==> config.mk <==
export PLATFORM = sky130hd
export DESIGN_NAME = lce_req_arb
export DESIGN_NICKNAME = d
export VERILOG_FILES = /design/src/rtl/lce_req_arb.sv
export SDC_FILE = /design/constraint.sdc
export NUM_CORES = 1
export LEC_CHECK = 0
export ABC_AREA = 1
export CAP_MARGIN = 15
export CORE_AREA = 2 2 223 225
export DETAILED_ROUTE_END_ITERATION = 12
export DIE_AREA = 0 0 225 227
export GPL_TIMING_DRIVEN = 0
export PLACE_DENSITY = 0.74
export SLEW_MARGIN = 25
export SYNTH_ARGS = -nofsm -noshare
export SYNTH_HDL_FRONTEND = slang
export SYNTH_SLANG_ARGS = --single-unit
==> constraint.sdc <==
create_clock -name clk_i -period 14.35 [get_ports clk_i]
set_input_delay 2.87 -clock clk_i [delete_from_list [all_inputs] [get_ports clk_i]]
set_output_delay 2.87 -clock clk_i [all_outputs]
set_load 0.01 [all_outputs]
==> src/rtl/lce_req_arb.sv <==
// Two-input LCE request arbiter: per-input FIFOs feeding one CCE-bound output,
// round-robin by default or D$-fixed priority when BP_LCE_REQ_ARB_FIXED_PRIO_EN is defined.
module lce_req_arb #(
    parameter int req_width_p = 128,
    parameter int fifo_els_p  = 2
) (
    input  logic                        clk_i,
    input  logic                        reset_i,
    input  logic [1:0][req_width_p-1:0] lce_req_i,
    input  logic [1:0]                  lce_req_v_i,
    output logic [1:0]                  lce_req_ready_o,
    output logic [req_width_p-1:0]      lce_req_o,
    output logic                        lce_req_src_o,
    output logic                        lce_req_v_o,
    input  logic                        lce_req_ready_i
);

    localparam int PW = $clog2(fifo_els_p);
    localparam int CW = PW + 1;
    localparam logic [CW-1:0] FULL_CNT = CW'(fifo_els_p);

    typedef enum logic {ST_IDLE, ST_LOCKED} state_t;

    logic [req_width_p-1:0] r_mem [2][fifo_els_p];
    logic [1:0][PW-1:0]     r_rptr;
    logic [1:0][PW-1:0]     r_wptr;
    logic [1:0][CW-1:0]     r_cnt;
    logic [1:0][CW-1:0]     w_cnt_nxt;
    logic [1:0]             r_ready;
    logic [1:0]             w_enq;
    logic [1:0]             w_deq;
    logic [1:0]             w_nonempty;
    state_t                 r_state;
    logic                   r_lock_gnt;
    logic                   w_grant;
    logic                   w_prio;
    logic                   w_hs;

    // Ready comes straight from a register so a source may wait on it before raising valid.
    assign lce_req_ready_o = r_ready;
    assign w_enq           = lce_req_v_i & r_ready;
    assign w_nonempty[0]   = (r_cnt[0] != '0);
    assign w_nonempty[1]   = (r_cnt[1] != '0);

    assign lce_req_v_o   = |w_nonempty;
    assign w_hs          = lce_req_v_o & lce_req_ready_i;
    assign lce_req_src_o = w_grant;
    assign lce_req_o     = r_mem[w_grant][r_rptr[w_grant]];

`ifdef BP_LCE_REQ_ARB_FIXED_PRIO_EN
    assign w_prio = 1'b1;
`else
    logic r_prio;

    always_ff @(posedge clk_i or posedge reset_i) begin
        if (reset_i)
            r_prio <= 1'b0;
        else if (w_hs)
            r_prio <= ~w_grant;
    end

    assign w_prio = r_prio;
`endif

    // With nothing buffered the grant parks on input 0 so src reads 0 when idle.
    always_comb begin
        w_grant = 1'b0;
        if (r_state == ST_LOCKED)
            w_grant = r_lock_gnt;
        else if (w_nonempty[w_prio])
            w_grant = w_prio;
        else if (w_nonempty[~w_prio])
            w_grant = ~w_prio;
    end

    always_comb begin
        w_deq     = '0;
        w_cnt_nxt = r_cnt;
        for (int n = 0; n < 2; n++) begin
            w_deq[n]     = w_hs & (w_grant == 1'(n));
            w_cnt_nxt[n] = r_cnt[n] + CW'(w_enq[n]) - CW'(w_deq[n]);
        end
    end

    always_ff @(posedge clk_i or posedge reset_i) begin
        if (reset_i) begin
            r_rptr  <= '0;
            r_wptr  <= '0;
            r_cnt   <= '0;
            r_ready <= '0;
        end else begin
            for (int n = 0; n < 2; n++) begin
                if (w_enq[n])
                    r_wptr[n] <= r_wptr[n] + 1'b1;
                if (w_deq[n])
                    r_rptr[n] <= r_rptr[n] + 1'b1;
                r_cnt[n]   <= w_cnt_nxt[n];
                r_ready[n] <= (w_cnt_nxt[n] != FULL_CNT);
            end
        end
    end

    always_ff @(posedge clk_i) begin
        for (int n = 0; n < 2; n++)
            if (w_enq[n])
                r_mem[n][r_wptr[n]] <= lce_req_i[n];
    end

    // A presented-but-stalled packet locks the grant so the output holds steady.
    always_ff @(posedge clk_i or posedge reset_i) begin
        if (reset_i) begin
            r_state    <= ST_IDLE;
            r_lock_gnt <= 1'b0;
        end else begin
            case (r_state)
                ST_IDLE: begin
                    if (lce_req_v_o & ~lce_req_ready_i) begin
                        r_state    <= ST_LOCKED;
                        r_lock_gnt <= w_grant;
                    end
                end
                ST_LOCKED: begin
                    if (w_hs)
                        r_state <= ST_IDLE;
                end
                default: r_state <= ST_IDLE;
            endcase
        end
    end

endmodule

==> flow_summary.ini <==
[clock_network]
cts_root_buffer = clkbuf_16
clock_latency_ns = 0.60
post_cts_resized = 0
post_cts_buffers = 0
cts_tree = yes
numCtsBuffers = 54
clock_sinks = 525
hold_buffers = 0
htreeDepth = 2
clkSlewWorstSetupHoldPaths_ns = 0.06
clk_path_buf_depth = 3

[global_route]
top_usage_layer = met2
grt.met2_usage = 0.406
grt_pass1_vias = 16000
track_usage = 0.236
grt_use_met1 = 0.291
grt_max_degree = 24
antenna_found_initial = 8
use_met3 = 0.0578
grt_overflow_total = 0
grt_pass1_wl_mm = 91.0

[sta]
hold_ws_ns = 0.523
setup_viol = 0
min_period_ns = 6.10
rsz0062_at_grt = no
tightest_slew_ns = 0.711
fin_crit_sh = 0.425
timing.final.ws_setup_ns = 8.25
relSlewSlack = 0.525
maxSlewViolCount = 0
setup_tns_ns = 0
hold_viol = 0
fmax_ghz = 0.164
skew_ns = 0.0166

[power]
peakVddDrop_uv = 135
total_power_mw = 7.06
pwr_density_cell_nw_per_um2 = 248
leakagePower_nw = 11.5

[critical_path]
crit_top_cell = nand2_1
cpMaxStageDelayCell = clkdlybuf4s50_1
r2r_end = lce_req_ready_o[0]$_DFF_PP0_
max_stage_delay_ns = 0.63
cp_top_family = buffers and inverters
critical_path_class = reg -> out
path_cells = nand2_2 > buf_2 > buf_1 > nand3_1 > nand2_1 > nand2_1 > nand2_1 > clkdlybuf4s50_1
reg2reg_slack_ns = 12.17
cp.depth = 8
critPathRequiredTime_ns = 11.48
worst-path-buf-inv = 3
r2r_start = r_cnt[0]$_DFF_PP0_
critPathMaxFanout = 10
crit_path_start_kind = flip-flop
crit_arrival_ns = 3.23
reg2reg_depth = 10
end_kind = output pin

[placement]
dp.cells = 2885
post-place-ws_ns = 8.83
io_buffers = 392
place_area_um2 = 26600
place_hpwl_mm = 42.4
place_congestion = 0.844

[yosys]
ys_seq_area_frac = 0.741
synth_edf_count = 512
yosysWarnings = 0
syn_inst = 1844
yosysUniqueCellTypes = 21
synthFlopType = edfxtp_1
synth_nets = 2109
ys_ff_latch = 525
ys_async_sr_fraction = 0.0248
syn_avg_cell_area_um2 = 11.5
syn_area_um2 = 21200

[detailed_routing]
finalWirelength_mm = 61.9
via_per_inst = 5.27
drtIter0Drc = 1381
ant_nets = 0
first_pass_iters = 5
via_count = 15800
drc = 0
wl_per_cell_um = 20.7

[min_path]
hp-class = reg -> reg
hold_end = r_rptr[0]$_DFFE_PP0P_
hp-start = r_rptr[0]$_DFFE_PP0P_
min_path_cells = 2

[floorplan]
start_util = 0.437
pin_count = 393
die_h_um = 227
die_area_um2 = 51100
core_area_um2 = 48500
rows = 81
die_w_um = 225

[run]
drv_cap = 0

[cells_and_area]
fin_cells = 2992
nFillCells = 3832
fin_util = 0.586
final_nets = 2584
area_delta_synth_final_pct = 34.3
final_area_um2 = 28500
layout-drive-gt1-share = 0.0850

[run_status]
status = completed
sequential cells by signal (all words and copies together), names as in the netlist, named ones only:
signal and flops:
r_prio 1, r_lock_gnt 1, r_cnt 4, r_wptr 2, lce_req_ready_o 2, r_mem 512, r_rptr 2
synth_stat cells, types with 2 or more instances:
master,count,area (um2)
clkbuf_1,19,71.3
nand2_1,905,3400
buf_1,12,45.0
dfrtp_1,13,325
inv_1,13,48.8
xnor2_1,4,35.0
nand3_1,257,1290
edfxtp_1,512,15400
nor2_1,10,37.5
ha_1,4,50.1
buf_2,74,370
nand2_4,2,22.5
buf_4,7,52.6
nand2_2,2,12.5
xor2_1,3,26.3
o21ai_0,2,10.0
metal layers:
layer,routed length [um],share of wire
met5,46,0.00074
met2,31100,0.50
met1,23900,0.39
met4,1730,0.028
met3,5160,0.083
area by class of cell:
type	instances	area, um2	area share
antenna	6	15.0	0.000528
inverter	14	52.6	0.00185
sequential	525	15700	0.552
buffer	112	539	0.0189
tap	622	778	0.0273
clock buffer	68	1450	0.0508
clock inverter	33	399	0.0140
timing repair buffer	419	4600	0.162
multi-input combinational	1193	4930	0.173
power by group:
part,total [mW],switching (mW),internal [mW]
registers,2.14,0.0834,2.06
logic,3.47,2.06,1.40
clock network,1.46,0.582,0.875
logic make-up after synthesis:
kind of cell	after synthesis	synth area share
DFF	525	0.741
AOI/OAI and AO/OA	5	0.00136
buffers and inverters	126	0.0279
adders and majority gates	4	0.00236
xor gates and xnor gates	7	0.00289
and+or+nand+nor	1177	0.225
worst min-delay path, stage by stage, from the launching register on:
cell     delay (ns)
dfrtp_1        0.36
nand2_1        0.06
o21ai_0        0.07
worst max path at each step:
stage	start	slack (ns)	end
CTS	flip-flop	8.18	lce_req_o[60]
global placement	lce_req_v_i[1]	0.55	r_mem[1][176]$_DFFE_PP_
floorplan	lce_req_v_i[1]	5.43	r_mem[1][0]$_DFFE_PP_
detailed placement	flip-flop	8.83	lce_req_o[60]
global route	flip-flop	8.08	lce_req_o[61]
finish	flip-flop	8.25	lce_req_o[60]
cells in the final DEF, fill, tap and decap left out:
master,instances
nand2_1,905
edfxtp_1,512
clkdlybuf4s50_1,392
nand3_1,257
buf_2,74
clkbuf_16,55
clkbuf_1,30
buf_16,18
inv_1,13
dfrtp_1,13
buf_1,12
clkinv_2,12
bufinv_16,9
buf_12,9
buf_4,7
clkinv_1,7
diode_2,6
nor2_1,6
nor2_4,4
xnor2_1,4
ha_1,4
xor2_1,3
nand2_4,2
nand2_2,2
o21ai_0,2
inv_6,2
clkinv_4,2
clkbuf_8,2
a21oi_1,1
a41oi_1,1
nor2_2,1
o21ai_1,1
inv_2,1
clkinvlp_4,1
No activity file was read; power rests on OpenSTA's default activity.
